$ cat config.mk
export PLATFORM = sky130hd
export DESIGN_NAME = video_timing_sequencer
export DESIGN_NICKNAME = d
export VERILOG_FILES = /design/src/rtl/ppu_timing_pkg.sv /design/src/rtl/raster_counter.sv /design/src/rtl/video_timing_sequencer.sv
export SDC_FILE = /design/constraint.sdc
export NUM_CORES = 1
export LEC_CHECK = 0
export CAP_MARGIN = 30
export CORE_AREA = 2 2 81 83
export DETAILED_ROUTE_END_ITERATION = 8
export DIE_AREA = 0 0 83 85
export DONT_BUFFER_PORTS = 1
export HOLD_SLACK_MARGIN = 0.02
export PLACE_DENSITY = 0.46
export SLEW_MARGIN = 25
export SYNTH_ARGS = -nofsm -noshare
export SYNTH_HDL_FRONTEND = slang
export SYNTH_HIERARCHICAL = 1
export SYNTH_SLANG_ARGS = --single-unit
$ cat constraint.sdc
create_clock -name CLK -period 5.6 [get_ports CLK]
set_clock_uncertainty 0.05 [all_clocks]
set_input_delay 1.12 -clock CLK [delete_from_list [all_inputs] [get_ports CLK]]
set_output_delay 1.12 -clock CLK [all_outputs]
set_load 0.005 [all_outputs]
$ cat src/rtl/ppu_timing_pkg.sv
// Shared raster timing constants (NTSC and PAL builds), counter width and helpers
// used by the PPU video timing sequencer and its raster counter.
package ppu_timing_pkg;

    localparam int HV_W   = 9;
    localparam int HV_MAX = (1 << HV_W) - 1;

    typedef logic [HV_W-1:0] hv_t;

    // RP2C02 (NTSC) raster
    localparam int NTSC_H_TOTAL     = 341;
    localparam int NTSC_V_TOTAL     = 262;
    localparam int NTSC_H_VISIBLE   = 256;
    localparam int NTSC_V_VISIBLE   = 240;
    localparam int NTSC_HSYNC_START = 280;
    localparam int NTSC_HSYNC_LEN   = 25;
    localparam int NTSC_BURST_START = 309;
    localparam int NTSC_BURST_LEN   = 15;
    localparam int NTSC_VSYNC_LINE  = 244;
    localparam int NTSC_VSYNC_LINES = 3;
    localparam int NTSC_ODD_SKIP    = 1;

    // RP2C07 (PAL) raster: longer frame, no odd-frame dot skip
    localparam int PAL_H_TOTAL      = 341;
    localparam int PAL_V_TOTAL      = 312;
    localparam int PAL_H_VISIBLE    = 256;
    localparam int PAL_V_VISIBLE    = 240;
    localparam int PAL_HSYNC_START  = 280;
    localparam int PAL_HSYNC_LEN    = 25;
    localparam int PAL_BURST_START  = 309;
    localparam int PAL_BURST_LEN    = 15;
    localparam int PAL_VSYNC_LINE   = 269;
    localparam int PAL_VSYNC_LINES  = 3;
    localparam int PAL_ODD_SKIP     = 0;

    // Half-open window test: lo <= x < hi
    function automatic logic in_window(input hv_t x, input hv_t lo, input hv_t hi);
        return (x >= lo) && (x < hi);
    endfunction

endpackage

$ cat src/rtl/raster_counter.sv
// H/V dot and line counters with frame parity and the odd-frame short-line rule.
module raster_counter
    import ppu_timing_pkg::*;
#(
    parameter int H_TOTAL  = NTSC_H_TOTAL,
    parameter int V_TOTAL  = NTSC_V_TOTAL,
    parameter int ODD_SKIP = NTSC_ODD_SKIP
) (
    input  logic            clk,
    input  logic            n_res,
    input  logic            pclk_en,
    input  logic            render_en,
    output logic [HV_W-1:0] h,
    output logic [HV_W-1:0] v,
    output logic            frame_odd
);

    localparam hv_t H_LAST  = hv_t'(H_TOTAL - 1);
    localparam hv_t H_SKIP  = hv_t'(H_TOTAL - 2);
    localparam hv_t V_LAST  = hv_t'(V_TOTAL - 1);
    localparam bit  SKIP_EN = (ODD_SKIP != 0);

    hv_t  h_reg;
    hv_t  v_reg;
    logic odd_reg;
    logic line_end;
    logic frame_end;

    // The last line of an odd rendered frame ends one dot early, jumping straight to (0,0).
    always_comb begin
        line_end  = (h_reg == H_LAST);
        frame_end = (v_reg == V_LAST) &&
                    (line_end || (SKIP_EN && odd_reg && render_en && (h_reg == H_SKIP)));
    end

    always_ff @(posedge clk or negedge n_res) begin
        if (!n_res) begin
            h_reg   <= '0;
            v_reg   <= '0;
            odd_reg <= 1'b0;
        end else if (pclk_en) begin
            if (frame_end) begin
                h_reg   <= '0;
                v_reg   <= '0;
                odd_reg <= ~odd_reg;
            end else if (line_end) begin
                h_reg <= '0;
                v_reg <= v_reg + hv_t'(1);
            end else begin
                h_reg <= h_reg + hv_t'(1);
            end
        end
    end

    assign h         = h_reg;
    assign v         = v_reg;
    assign frame_odd = odd_reg;

endmodule

$ cat src/rtl/video_timing_sequencer.sv
// PPU video timing: raster counters plus registered SYNC/BURST/picture/VBLANK/phase-reset
// decode; every decoded output trails the H/V counters by one enabled dot.
module video_timing_sequencer
    import ppu_timing_pkg::*;
#(
    parameter int H_TOTAL     = NTSC_H_TOTAL,
    parameter int V_TOTAL     = NTSC_V_TOTAL,
    parameter int H_VISIBLE   = NTSC_H_VISIBLE,
    parameter int V_VISIBLE   = NTSC_V_VISIBLE,
    parameter int HSYNC_START = NTSC_HSYNC_START,
    parameter int HSYNC_LEN   = NTSC_HSYNC_LEN,
    parameter int BURST_START = NTSC_BURST_START,
    parameter int BURST_LEN   = NTSC_BURST_LEN,
    parameter int VSYNC_LINE  = NTSC_VSYNC_LINE,
    parameter int VSYNC_LINES = NTSC_VSYNC_LINES,
    parameter int ODD_SKIP    = NTSC_ODD_SKIP
) (
    input  logic            CLK,
    input  logic            n_RES,
    input  logic            pclk_en,
    input  logic            render_en,
    output logic [HV_W-1:0] H,
    output logic [HV_W-1:0] V,
    output logic            SYNC,
    output logic            BURST,
    output logic            n_PICTURE,
    output logic            V0,
    output logic            PH_RES,
    output logic            VBLANK,
    output logic            FRAME_ODD,
    output logic            frame_start
);

    localparam bit PARAMS_OK =
        (H_TOTAL >= 3) && (H_TOTAL <= HV_MAX) &&
        (V_TOTAL >= 3) && (V_TOTAL <= HV_MAX) &&
        (H_VISIBLE <= H_TOTAL) && (V_VISIBLE + 1 < V_TOTAL) &&
        (HSYNC_LEN > 0) && (BURST_LEN >= 0) && (VSYNC_LINES >= 0) &&
        (HSYNC_START + HSYNC_LEN < H_TOTAL) &&
        (BURST_START + BURST_LEN < H_TOTAL) &&
        ((HSYNC_START + HSYNC_LEN <= BURST_START) || (BURST_START + BURST_LEN <= HSYNC_START)) &&
        (VSYNC_LINE + VSYNC_LINES < V_TOTAL) &&
        ((ODD_SKIP == 0) || (ODD_SKIP == 1));

    generate
        if (!PARAMS_OK) begin : g_param_check
            $error("video_timing_sequencer: illegal timing parameter set");
        end
    endgenerate

    localparam hv_t HS_LO  = hv_t'(HSYNC_START);
    localparam hv_t HS_HI  = hv_t'(HSYNC_START + HSYNC_LEN);
    localparam hv_t BU_LO  = hv_t'(BURST_START);
    localparam hv_t BU_HI  = hv_t'(BURST_START + BURST_LEN);
    localparam hv_t VS_LO  = hv_t'(VSYNC_LINE);
    localparam hv_t VS_HI  = hv_t'(VSYNC_LINE + VSYNC_LINES);
    localparam hv_t H_VIS  = hv_t'(H_VISIBLE);
    localparam hv_t V_VIS  = hv_t'(V_VISIBLE);
    localparam hv_t VB_SET = hv_t'(V_VISIBLE + 1);
    localparam hv_t V_LAST = hv_t'(V_TOTAL - 1);

    hv_t  h;
    hv_t  v;
    logic frame_odd;

    raster_counter #(
        .H_TOTAL  (H_TOTAL),
        .V_TOTAL  (V_TOTAL),
        .ODD_SKIP (ODD_SKIP)
    ) u_raster (
        .clk       (CLK),
        .n_res     (n_RES),
        .pclk_en   (pclk_en),
        .render_en (render_en),
        .h         (h),
        .v         (v),
        .frame_odd (frame_odd)
    );

    logic vs, hs, bw, home, vb_set, vb_clr;
    logic sync_next, burst_next, npic_next;

    always_comb begin
        vs         = in_window(v, VS_LO, VS_HI);
        hs         = in_window(h, HS_LO, HS_HI);
        bw         = in_window(h, BU_LO, BU_HI);
        // Vertical sync lines carry inverted (serrated) horizontal pulses.
        sync_next  = vs ? ~hs : hs;
        burst_next = ~vs & bw;
        npic_next  = ~((h < H_VIS) && (v < V_VIS));
        home       = (h == '0) && (v == '0);
        vb_set     = (h == hv_t'(1)) && (v == VB_SET);
        vb_clr     = (h == hv_t'(1)) && (v == V_LAST);
    end

    logic sync_reg, burst_reg, npic_reg, v0_reg, ph_res_reg, vblank_reg, fs_reg;

    // PH_RES resets high and then follows the (0,0) decode, so it stays high through the
    // first enabled edge (which leaves dot 0,0) and then pulses once per frame.
    always_ff @(posedge CLK or negedge n_RES) begin
        if (!n_RES) begin
            sync_reg   <= 1'b0;
            burst_reg  <= 1'b0;
            npic_reg   <= 1'b1;
            v0_reg     <= 1'b0;
            ph_res_reg <= 1'b1;
            vblank_reg <= 1'b0;
            fs_reg     <= 1'b0;
        end else if (pclk_en) begin
            sync_reg   <= sync_next;
            burst_reg  <= burst_next;
            npic_reg   <= npic_next;
            v0_reg     <= v[0];
            ph_res_reg <= home;
            fs_reg     <= home;
            if (vb_clr) begin
                vblank_reg <= 1'b0;
            end else if (vb_set) begin
                vblank_reg <= 1'b1;
            end
        end
    end

    assign H           = h;
    assign V           = v;
    assign FRAME_ODD   = frame_odd;
    assign SYNC        = sync_reg;
    assign BURST       = burst_reg;
    assign n_PICTURE   = npic_reg;
    assign V0          = v0_reg;
    assign PH_RES      = ph_res_reg;
    assign VBLANK      = vblank_reg;
    assign frame_start = fs_reg;

endmodule

======== After elaboration in Yosys (flattened, before gate mapping) ========
Cells that the tools add are included.
word-level totals
  output and inout bits ................... 26
  bits of input ports ..................... 4
  register bits after elaboration ......... 26
cells by class
  reduce and logical (&&, ||, !) cells .... 18
  equal/unequal tests ..................... 5
  multiplexer cells ....................... 7
  $add $sub $neg .......................... 2
  bitwise gates (word level) .............. 5
  magnitude comparators ................... 8
operator list
  operator               count
  $mux W9                4
  $eq A9 B9 Y1 const B   3
  $lt A9 B9 Y1 const B   3
  $add A9 B1 Y9 const B  2
  $ge A9 B9 Y1 const B   2
  $logic_not A9 Y1       2
  $lt A9 B8 Y1 const B   2
  $logic_and A1 B1 Y1    10
  $eq A9 B1 Y1 const B   1
  $eq A9 B8 Y1 const B   1
  $ge A9 B8 Y1 const B   1
  $reduce_and A2 Y1      3
  $not A1 Y1             4
  $reduce_bool A2 Y1     2
  $mux W1                3
  $and A1 B1 Y1          1
  $logic_or A1 B1 Y1     1

======== Longest topological paths before layout ========
Gate-level depths: netlist (run 1).
  depth after elaboration ................. 6
  depth in mapped cells ................... 8
  gate-level depth less buffers ........... 7

======== Modules after synthesis ========
The synthesis (run 1) kept the hierarchy.
by module, submodules not included
  module                  sequential area each (um^2)  instances  area each (um^2)  cells each
  raster_counter          475.5                        1          1,037.2           107
  video_timing_sequencer  177.7                        1          454.2             49

======== Worst setup path after synthesis (run 1) ========
No wires, ideal clock.
  path kind ............................... in2reg
  start ................................... input port render_en
  end ..................................... register u_raster.v_reg[3] (netlist: u_raster/v[3])
  setup slack ............................. 3.182 ns
  library setup time ...................... 0.066 ns
  buffers on the path ..................... 0
  arrival time ............................ 2.302 ns
  data required time ...................... 5.484 ns
  stages on the path ...................... 5
  path through ............................ nand4b_1 > nor4_4 > o21bai_4 > or4b_1 > nand2_1
on the way
  word-level cells in the longest chain between the ends .. 6
ends and longest elaborated chain
  element                                line                          source
  start: declaration                     video_timing_sequencer.sv:21  input logic render_en,
  $logic_and A1 B1 Y1 (*) (2 in series)  raster_counter.sv:33          (line_end || (SKIP_EN && odd_reg && render_en && (h_reg == H_SKIP)));
  $logic_or A1 B1 Y1 (*)                 raster_counter.sv:33
  $logic_and A1 B1 Y1 (*)                raster_counter.sv:32          frame_end = (v_reg == V_LAST) &&
  $reduce_bool A2 Y1 (no line)           n/a
  $reduce_and A2 Y1 (no line)            n/a
  end signal: assignment                 raster_counter.sv:48          v_reg <= v_reg + hv_t'(1);
  end: declaration                       raster_counter.sv:24          hv_t v_reg;
Mark *: on every way between the ends. The rest lies on a longest branch, timed or not.
A chain may end at the register's enable or synchronous reset.

======== Worst setup path in the final report (run 1) ========
  start ................................... register u_raster.v_reg[0] (netlist: u_raster/v[0])
  end ..................................... register u_raster.v_reg[5] (netlist: u_raster/v[5])
on the way
  word-level cells in the longest chain between the ends .. 4
ends and longest elaborated chain
  element
  parallel branches: the longest is 4 deep, another holds $add A9 B1 Y9
Several ways; the timed one is not identified. The select of a mux whose other input is x is not followed.

==> reports/qor.yml, run 1 <==
critical_path:
  start_kind: "flop"
  cp-end-kind: "flop"
  crit_arrival_ns: 2.35
  critPathKind: "flop to flop"
  crit_path_max_fanout: 11
  reg2reg_depth: 6
  required_ns: 5.70
global_routing:
  grt_pass1_vias: 1111
  track_usage: 0.1115
  grt_antenna_before_repair: 0
  grt_pass1_wl_mm: 6.244
  grt_max_degree: 27
  gr-total-overflow: 0
route:
  ant_nets: 0
  first_pass_iters: 4
  detail_route.iter0.violations: 79
  drc_errors: 0
  via_per_inst: 4.876
  vias: 1141
  wl_per_cell_um: 16.62
  drt-total-wl_mm: 3.890
yosys:
  synth_nets: 164
  synth_fa_ha_area_frac: 0.03356
  yosys-mux-area-fraction: 0.007550
  yosys.area_share.simple: 0.2928
  ys_warn_count: 6
  synth.avg_cell_area_um2: 9.560
  synth-async-reset-ratio: 1.000
  synth_compound_area_frac: 0.1493
  synth_seq_area_share: 0.4379
  ys_ff_latch: 26
  ys_types: 40
  syn-instance-count: 156
  netlist_area_um2: 1491
  synth_edf_count: 0
  ys.flop_type: "dfrtp_1"
  synth_top_family_by_area: "simple AND/OR/NAND/NOR gates"
  synthXorXnorAreaFrac: 0.04698
run:
  drv_cap: 0
cts:
  cts-resized-gates: 0
  clock_latency_ns: 0.27
  clockRootBuffer: "clkbuf_8"
  htreeDepth: 1
  hold_buffers: 0
  cts_setup_buffers: 0
  cts_sinks: 26
  clk_pin_slew_ns: 0.09
  cts_tree: "yes"
  clock_path_buffers: 2
  cts_buffers: 3
final_layout:
  layout_common_cells: "24 x dfrtp_1, 17 x nor2_1, 13 x o21ai_0, 11 x nand2_1"
  final_common_cell: "dfrtp_1"
  final_nets: 166
  diodes: 0
  area_growth_pct: 8.557
  final_layout_size_suffix_gt1_frac: 0.07643
floorplan:
  io_pins: 30
  core-area_um2: 6205
  rows: 29
  dieWidth_um: 83
  dieArea_um2: 7055
  start_util: 0.2404
  dieHeight_um: 85
sta:
  period_share: 0.4020
  relSlewSlack: 0.5403
  hold_viol_final: 0
  grt_setup_unrepaired: "no"
  max_freq_ghz: 0.4442
  setup_violations: 0
  tightestPinTransition_ns: 0.6889
  period_needed_ns: 2.251
  fin_tns_setup_ns: 0
  slew_viol_final: 0
power:
  finalPower_w: 0.0004352
  cellPowerDensity_nw_per_um2: 268.8
  power_leakage_nw: 0.6374
  ir_worst_vdd_uv: 97.18
place:
  port_buffers: 0
  dp_hpwl_mm: 2.685
  gp_congestion: 0.7750
outcome:
  status: "finished clean"
min_path:
  hold_depth: 2
  hp-class: "flop to flop"
-- final timing paths --
path                                    start       endpoint  slack [ns]
worst max-delay path            u_raster/v[0]  u_raster/v[5]        3.35
worst min-delay path                   PH_RES         PH_RES        0.42
max in group asynchronous               n_RES         PH_RES        4.84
min in group asynchronous               n_RES  u_raster/h[7]        0.47
worst min register to register         PH_RES         PH_RES        0.42
worst max register to register  u_raster/v[0]  u_raster/v[5]        3.35
-- kinds of logic after synthesis --
logic type               after synthesis
flip-flops                            26
adder cells (fa/ha/maj)                4
buffers and inverters                 12
multiplexers                           1
AO/OA/AOI/OAI                         34
AND/OR/NAND/NOR                       71
XOR/XNOR                               8
-- cell usage after synthesis, types with 3 or more instances --
cell type,count,area (um2)
dfrtp_1,24,600.6
ha_1,4,50.05
nand2b_1,3,18.77
nor2_1,17,63.81
nand2_1,11,41.29
nand4b_1,5,43.79
a21oi_1,4,20.02
nor4_1,4,25.02
inv_1,9,33.78
nand3_1,9,45.04
o31ai_1,6,45.04
xor2_1,4,35.03
o21ai_0,13,65.06
xnor2_1,4,35.03
nand4_1,3,18.77
-- per-stage QoR --
| stage | util | worst slack [ns] | cells | instance area [um2] | hold slack, ns |
|---|---|---|---|---|---|
| 2_1_floorplan | - | 3.182 | 156 | 1491 | 0.3978 |
| 3_3_place_gp | 0.2537 | 3.109 | 230 | 1574 | 0.4112 |
| 3_5_place_dp | 0.2537 | 3.094 | 230 | 1574 | 0.4147 |
| 4_1_cts | 0.2609 | 3.339 | 234 | 1619 | 0.4297 |
| 5_1_grt | 0.2609 | 3.172 | 234 | 1619 | 0.4412 |
| 6_report | 0.2609 | 3.349 | 234 | 1619 | 0.4220 |
-- per-layer routing --
layer,track usage,share of wire
met1,0.1473,0.48
met2,0.1694,0.45
met5,0,0
met3,0.04475,0.067
met4,0.03130,0.0041
-- critical path: stages (launching register included) --
cell	delay (ns)
dfrtp_1	0.59
ha_1	0.22
nand4b_1	0.23
o2111ai_1	0.66
nor2_1	0.10
o21ai_0	0.17
o21ai_0	0.11
-- report_power, final --
part           internal (W)  switching [W]  total [W]
Sequential         0.000205      0.0000610   0.000266
Combinational     0.0000321      0.0000229  0.0000549
Clock             0.0000510      0.0000631   0.000114
Total              0.000288       0.000147   0.000435
-- cell type report --
class                           count  area, um2
Fill cell                         673       4586
Multi-Input combinational cell    118      790.8
Sequential cell                    26      653.1
Tap cell                           77      96.34
Clock buffer                        4      45.04
Inverter                            9      33.78
Note: power is estimated with default switching activity, not from simulation.
==> run 2, diff against run 1 <==
==> constraint.sdc (replaced) <==
create_clock -name CLK -period 2.3 [get_ports CLK]
set_clock_uncertainty 0.05 [all_clocks]
set_input_delay 0.46 -clock CLK [delete_from_list [all_inputs] [get_ports CLK]]
set_output_delay 0.46 -clock CLK [all_outputs]
set_load 0.005 [all_outputs]
==> reports/qor.yml, run 2 (synthesized netlist as in run 1, its figures left out) <==
sta:
  period_share: 0.9263
  hold_viol_final: 0
  fin_tns_setup_ns: 0
  setup_violations: 0
  period_needed_ns: 2.131
  tightestPinTransition_ns: 0.4752
  grt_setup_unrepaired: "no"
  max_freq_ghz: 0.4694
  slew_viol_final: 0
  relSlewSlack: 0.6803
  whs_ns: 0.1666
power:
  finalPower_w: 0.001254
  cellPowerDensity_nw_per_um2: 687.5
  p_sw_frac: 0.3048
  ir_worst_vdd_uv: 291.4
  clkPwrFrac: 0.312
  pwr-share-seq: 0.423
  power_leakage_nw: 0.7609
  power_frac_comb: 0.265
  p_sw_w: 0.0003822
  p_int_w: 0.0008719
critical_path:
  timing.rr.end: "u_raster/v[3]"
  reg2reg_from: "u_raster/v[4]"
  cp-end-kind: "flop"
  required_ns: 2.47
  crit_arrival_ns: 2.30
  slowest_delay_ns: 0.57
  worstSetupPathDepth: 5
  critPathKind: "flop to flop"
  crit_path_max_fanout: 10
  path_delay_family: "simple AND/OR/NAND/NOR gates"
  crit_slowest_cell: "or4_4"
  start_kind: "flop"
  path_buf_inv: 0
  critPathLaunch: "u_raster/v[4]"
  worstPathCellList: "or4_4 -> nor4_4 -> o21bai_4 -> or4b_1 -> nand2_1"
  r2r_slack_ns: 0.17
  reg2reg_depth: 5
  endpoint: "u_raster/v[3]"
final_layout:
  final_nets: 187
  fill_cells: 653
  multi_input_area_um2: 797.0
  layout_common_cells: "24 x dfrtp_1, 19 x buf_4, 17 x nor2_1, 13 x o21ai_0, 11 x nand2_1"
  area_growth_pct: 22.32
  final_cells: 255
  diodes: 0
  regArea_um2: 653.1
  final_common_cell: "dfrtp_1"
  final_layout_size_suffix_gt1_frac: 0.1910
  finalInstanceArea_um2: 1824
route:
  drc_errors: 0
  detail_route.iter0.violations: 53
  vias: 1285
  first_pass_iters: 4
  wl_per_cell_um: 16.18
  via_per_inst: 5.039
  ant_nets: 0
  drt-total-wl_mm: 4.126
floorplan:
  start_util: 0.2404
  dieArea_um2: 7055
  dieWidth_um: 83
  rows: 29
  io_pins: 30
  dieHeight_um: 85
  core-area_um2: 6205
global_routing:
  use_met2: 0.1972
  gr-total-overflow: 0
  track_usage: 0.1220
  use_met3: 0.03696
  grt_pass1_vias: 1280
  grtUsageMet1: 0.1624
  grt_pass1_wl_mm: 6.844
  grt_antenna_before_repair: 0
  grt_max_degree: 27
  busiest_layer: "met2"
cts:
  htreeDepth: 1
  clockRootBuffer: "clkbuf_8"
  cts_setup_buffers: 0
  clock_path_buffers: 2
  clk_pin_slew_ns: 0.10
  clock_latency_ns: 0.28
  cts_tree: "yes"
  cts_sinks: 26
  cts_buffers: 3
place:
  post_dp_cell_area_um2: 1717
  port_buffers: 0
  gp_congestion: 0.7706
  placed_cells: 249
  dp_hpwl_mm: 3.086
min_path:
  hp-start: "pclk_en"
  hold_depth: 1
  hp-class: "input pin to flop"
outcome:
  status: "finished clean"
run:
  drv_cap: 0
-- run 2: cell count changes in the layout (fill, tap and decap cells not counted), sizes merged --
cell         change
buf             +20
bufinv           +1
clkbuf           -1
dlygate4sd3      +1
-- run 2: layout make-up --
class | instances | area share
Multi-Input combinational cell | 118 | 0.4369
Sequential cell | 26 | 0.3580
Timing Repair Buffer | 21 | 0.09465
Tap cell | 77 | 0.05281
Clock buffer | 3 | 0.02263
Inverter | 9 | 0.01852
Clock inverter | 1 | 0.01646
-- run 2: through the flow --
stage / utilization / worst slack [ns]
global placement: 0.2767 / 0.2129
CTS: 0.2930 / 0.1711
detailed placement: 0.2767 / 0.1919
floorplan: - / 0.2003
global route: 0.2940 / 0.08342
finish: 0.2940 / 0.1694
-- run 2: routing by layer --
metal	routed length, um	up-vias
met1	1953	624
met2	1900	35
met3	245	5
met4	26	0
met5	0	-
li1	-	621
-- run 2: how the worst min path moves through the flow --
stage,end,slack [ns]
2_1_floorplan,BURST,0.11
3_3_place_gp,BURST,0.12
3_5_place_dp,BURST,0.12
4_1_cts,n_PICTURE,0.16
5_1_grt,n_PICTURE,0.15
6_report,n_PICTURE,0.17
-- run 2: power by group through the flow --
stage	sequential [W]	clock, W	combinational, W
6_report	0.000531	0.000391	0.000332
5_1_grt	0.000540	0.000425	0.000370
4_1_cts	0.000533	0.000405	0.000341
3_5_place_dp	0.000543	0	0.000324
3_3_place_gp	0.000540	0	0.000330
2_1_floorplan	0.000610	0	0.000123
-- run 2: worst register-to-register path, stage by stage (launching register included) --
cell      delay (ns)
dfrtp_1         0.38
or4_4           0.57
nor4_4          0.33
o21bai_4        0.15
or4b_1          0.51
nand2_1         0.08
-- run 2: what timing repair did --
item                                   in CTS  in global routing
resized for setup                           0                  1
endpoints found under the hold margin      26                  0
setup endpoints to repair                   0                  1
hold buffers                                2                  0
==> patch: new RTL, config.mk and constraints of run 2 <==
`HV_W`: 9 -> 10.
--- a/src/rtl/ppu_timing_pkg.sv
+++ b/src/rtl/ppu_timing_pkg.sv
@@ -2,7 +2,7 @@
 // used by the PPU video timing sequencer and its raster counter.
 package ppu_timing_pkg;
 
-    localparam int HV_W   = 9;
+    localparam int HV_W   = 10;
     localparam int HV_MAX = (1 << HV_W) - 1;
 
     typedef logic [HV_W-1:0] hv_t;
Ports: changed (resized H and V); port bits go from 30 to 32. No check against the original RTL was run, so the function may have changed too.
==> patch against run 2 <==
- design area grew 2.7%
- area after synthesis is 6.9% higher
- wire length up 2.8%
- largest cell class unchanged
- worst setup slack better by 0.056 ns
- utilization is 0.79 points higher
- sequential power rose by 11%
- global-route usage rose by 0.90 points
- sequential share of layout area is 1.7 points higher
- cell count rose by 3.1%
- total power fell by 1.4%
- highest routed layer unchanged
- sequential cell count grew 2
==> patch: results (changes against run 2) <==
routing:
  drtIter0Drc: 64  # +21%
  wire_per_inst_um: 16.1  # -0.29%
  routed_wl_um: 4240  # +2.8%
  routed_via_density: 4.95  # -1.8%
power:
  clk-power_mw: 0.324  # -17%
  vdd_drop_max_uv: 383  # +32%
  pwr.group.sequential_mw: 0.591  # +11%
  p_int_mw: 0.825  # -5.4%
  p_leak_nw: 0.790  # +3.8%
  p_sw_mw: 0.411  # +7.5%
place:
  place_worst_setup_slack_ns: 0.197  # +0.00479 ns
  dp_hpwl_um: 3070  # -0.47%
  place_congestion: 0.792  # +2.8%
grt:
  grt_use_total_pct: 13.1  # +0.90 points
  grt_pass1_vias: 1376  # +7.5%
  grt_max_degree: 31  # +15%
layout:
  multi_input_area_um2: 827  # +3.8%
  clk_share_pct: 2.94  # -0.97 points
  clock_buffers: 4  # +1
  buf_share_pct: 8.02  # -1.4 points
  fillers: 642  # -1.7%
  multi_input_gates: 125  # +5.9%
  drive_gt1_share_pct: 15.6  # -3.5 points
  area_growth_pct: 17.5
  buffers_excl_clock: 18  # -14%
  fin_nets: 195  # +4.3%
  seq_cell_count: 28  # +7.7%
  inverters: 11  # +2
run_status:
  status: "completed"
logic_synthesis:
  yosys.area_share.adder_pct: 3.14  # -0.22 points
  synth-compound-area-share_pct: 12.1  # -2.8 points
  synth_area_leaders: "dfrtp_1, xnor2_1, dfstp_2"
  ys_seq_area_share_pct: 44.1  # +0.32 points
  synth_cells: 168  # +7.7%
  synth_mux_area_share_pct: 2.04  # +1.3 points
  synth_nets: 176  # +7.3%
sta:
  slew_headroom_pct: 64.6  # -3.4 points
  whs_ns: 0.165  # -0.00180 ns
setup_path:
  cp_slowest_stage_delay_ns: 0.51  # -0.06 ns
  cpMaxStageDelayCell: "or3_1"
## patch: changes by cell type after synthesis, sizes merged, moves of 4 or more
cell,run 2,this run
a31oi,0,8
nand4,3,7
nand4b,5,0
nor2,17,13
o21ai,14,9
o31ai,6,0
or4,1,6
## patch: metal layers
metal | part of all wire, % | vias to the layer above | GRT usage (%) | routed length (um)
met5 | 0 | - | 0 | 0
met4 | 1.7 | 0 | 4.92 | 71
met3 | 3.9 | 4 | 2.72 | 167
met2 | 46 | 19 | 21.0 | 1940
met1 | 49 | 624 | 17.4 | 2060
li1 | - | 655 | - | -
## patch: worst paths after layout
path,startpoint,endpoint,slack (ns),cells after the start
max reg2reg,u_raster/h[1],u_raster/h[0],0.23,6
max in group asynchronous,n_RES,PH_RES,1.39,2
min reg2reg,PH_RES,PH_RES,0.43,2
max,u_raster/h[1],u_raster/h[0],0.23,6
min,pclk_en,n_PICTURE,0.16,1
min in group asynchronous,n_RES,u_raster/frame_odd,0.57,2
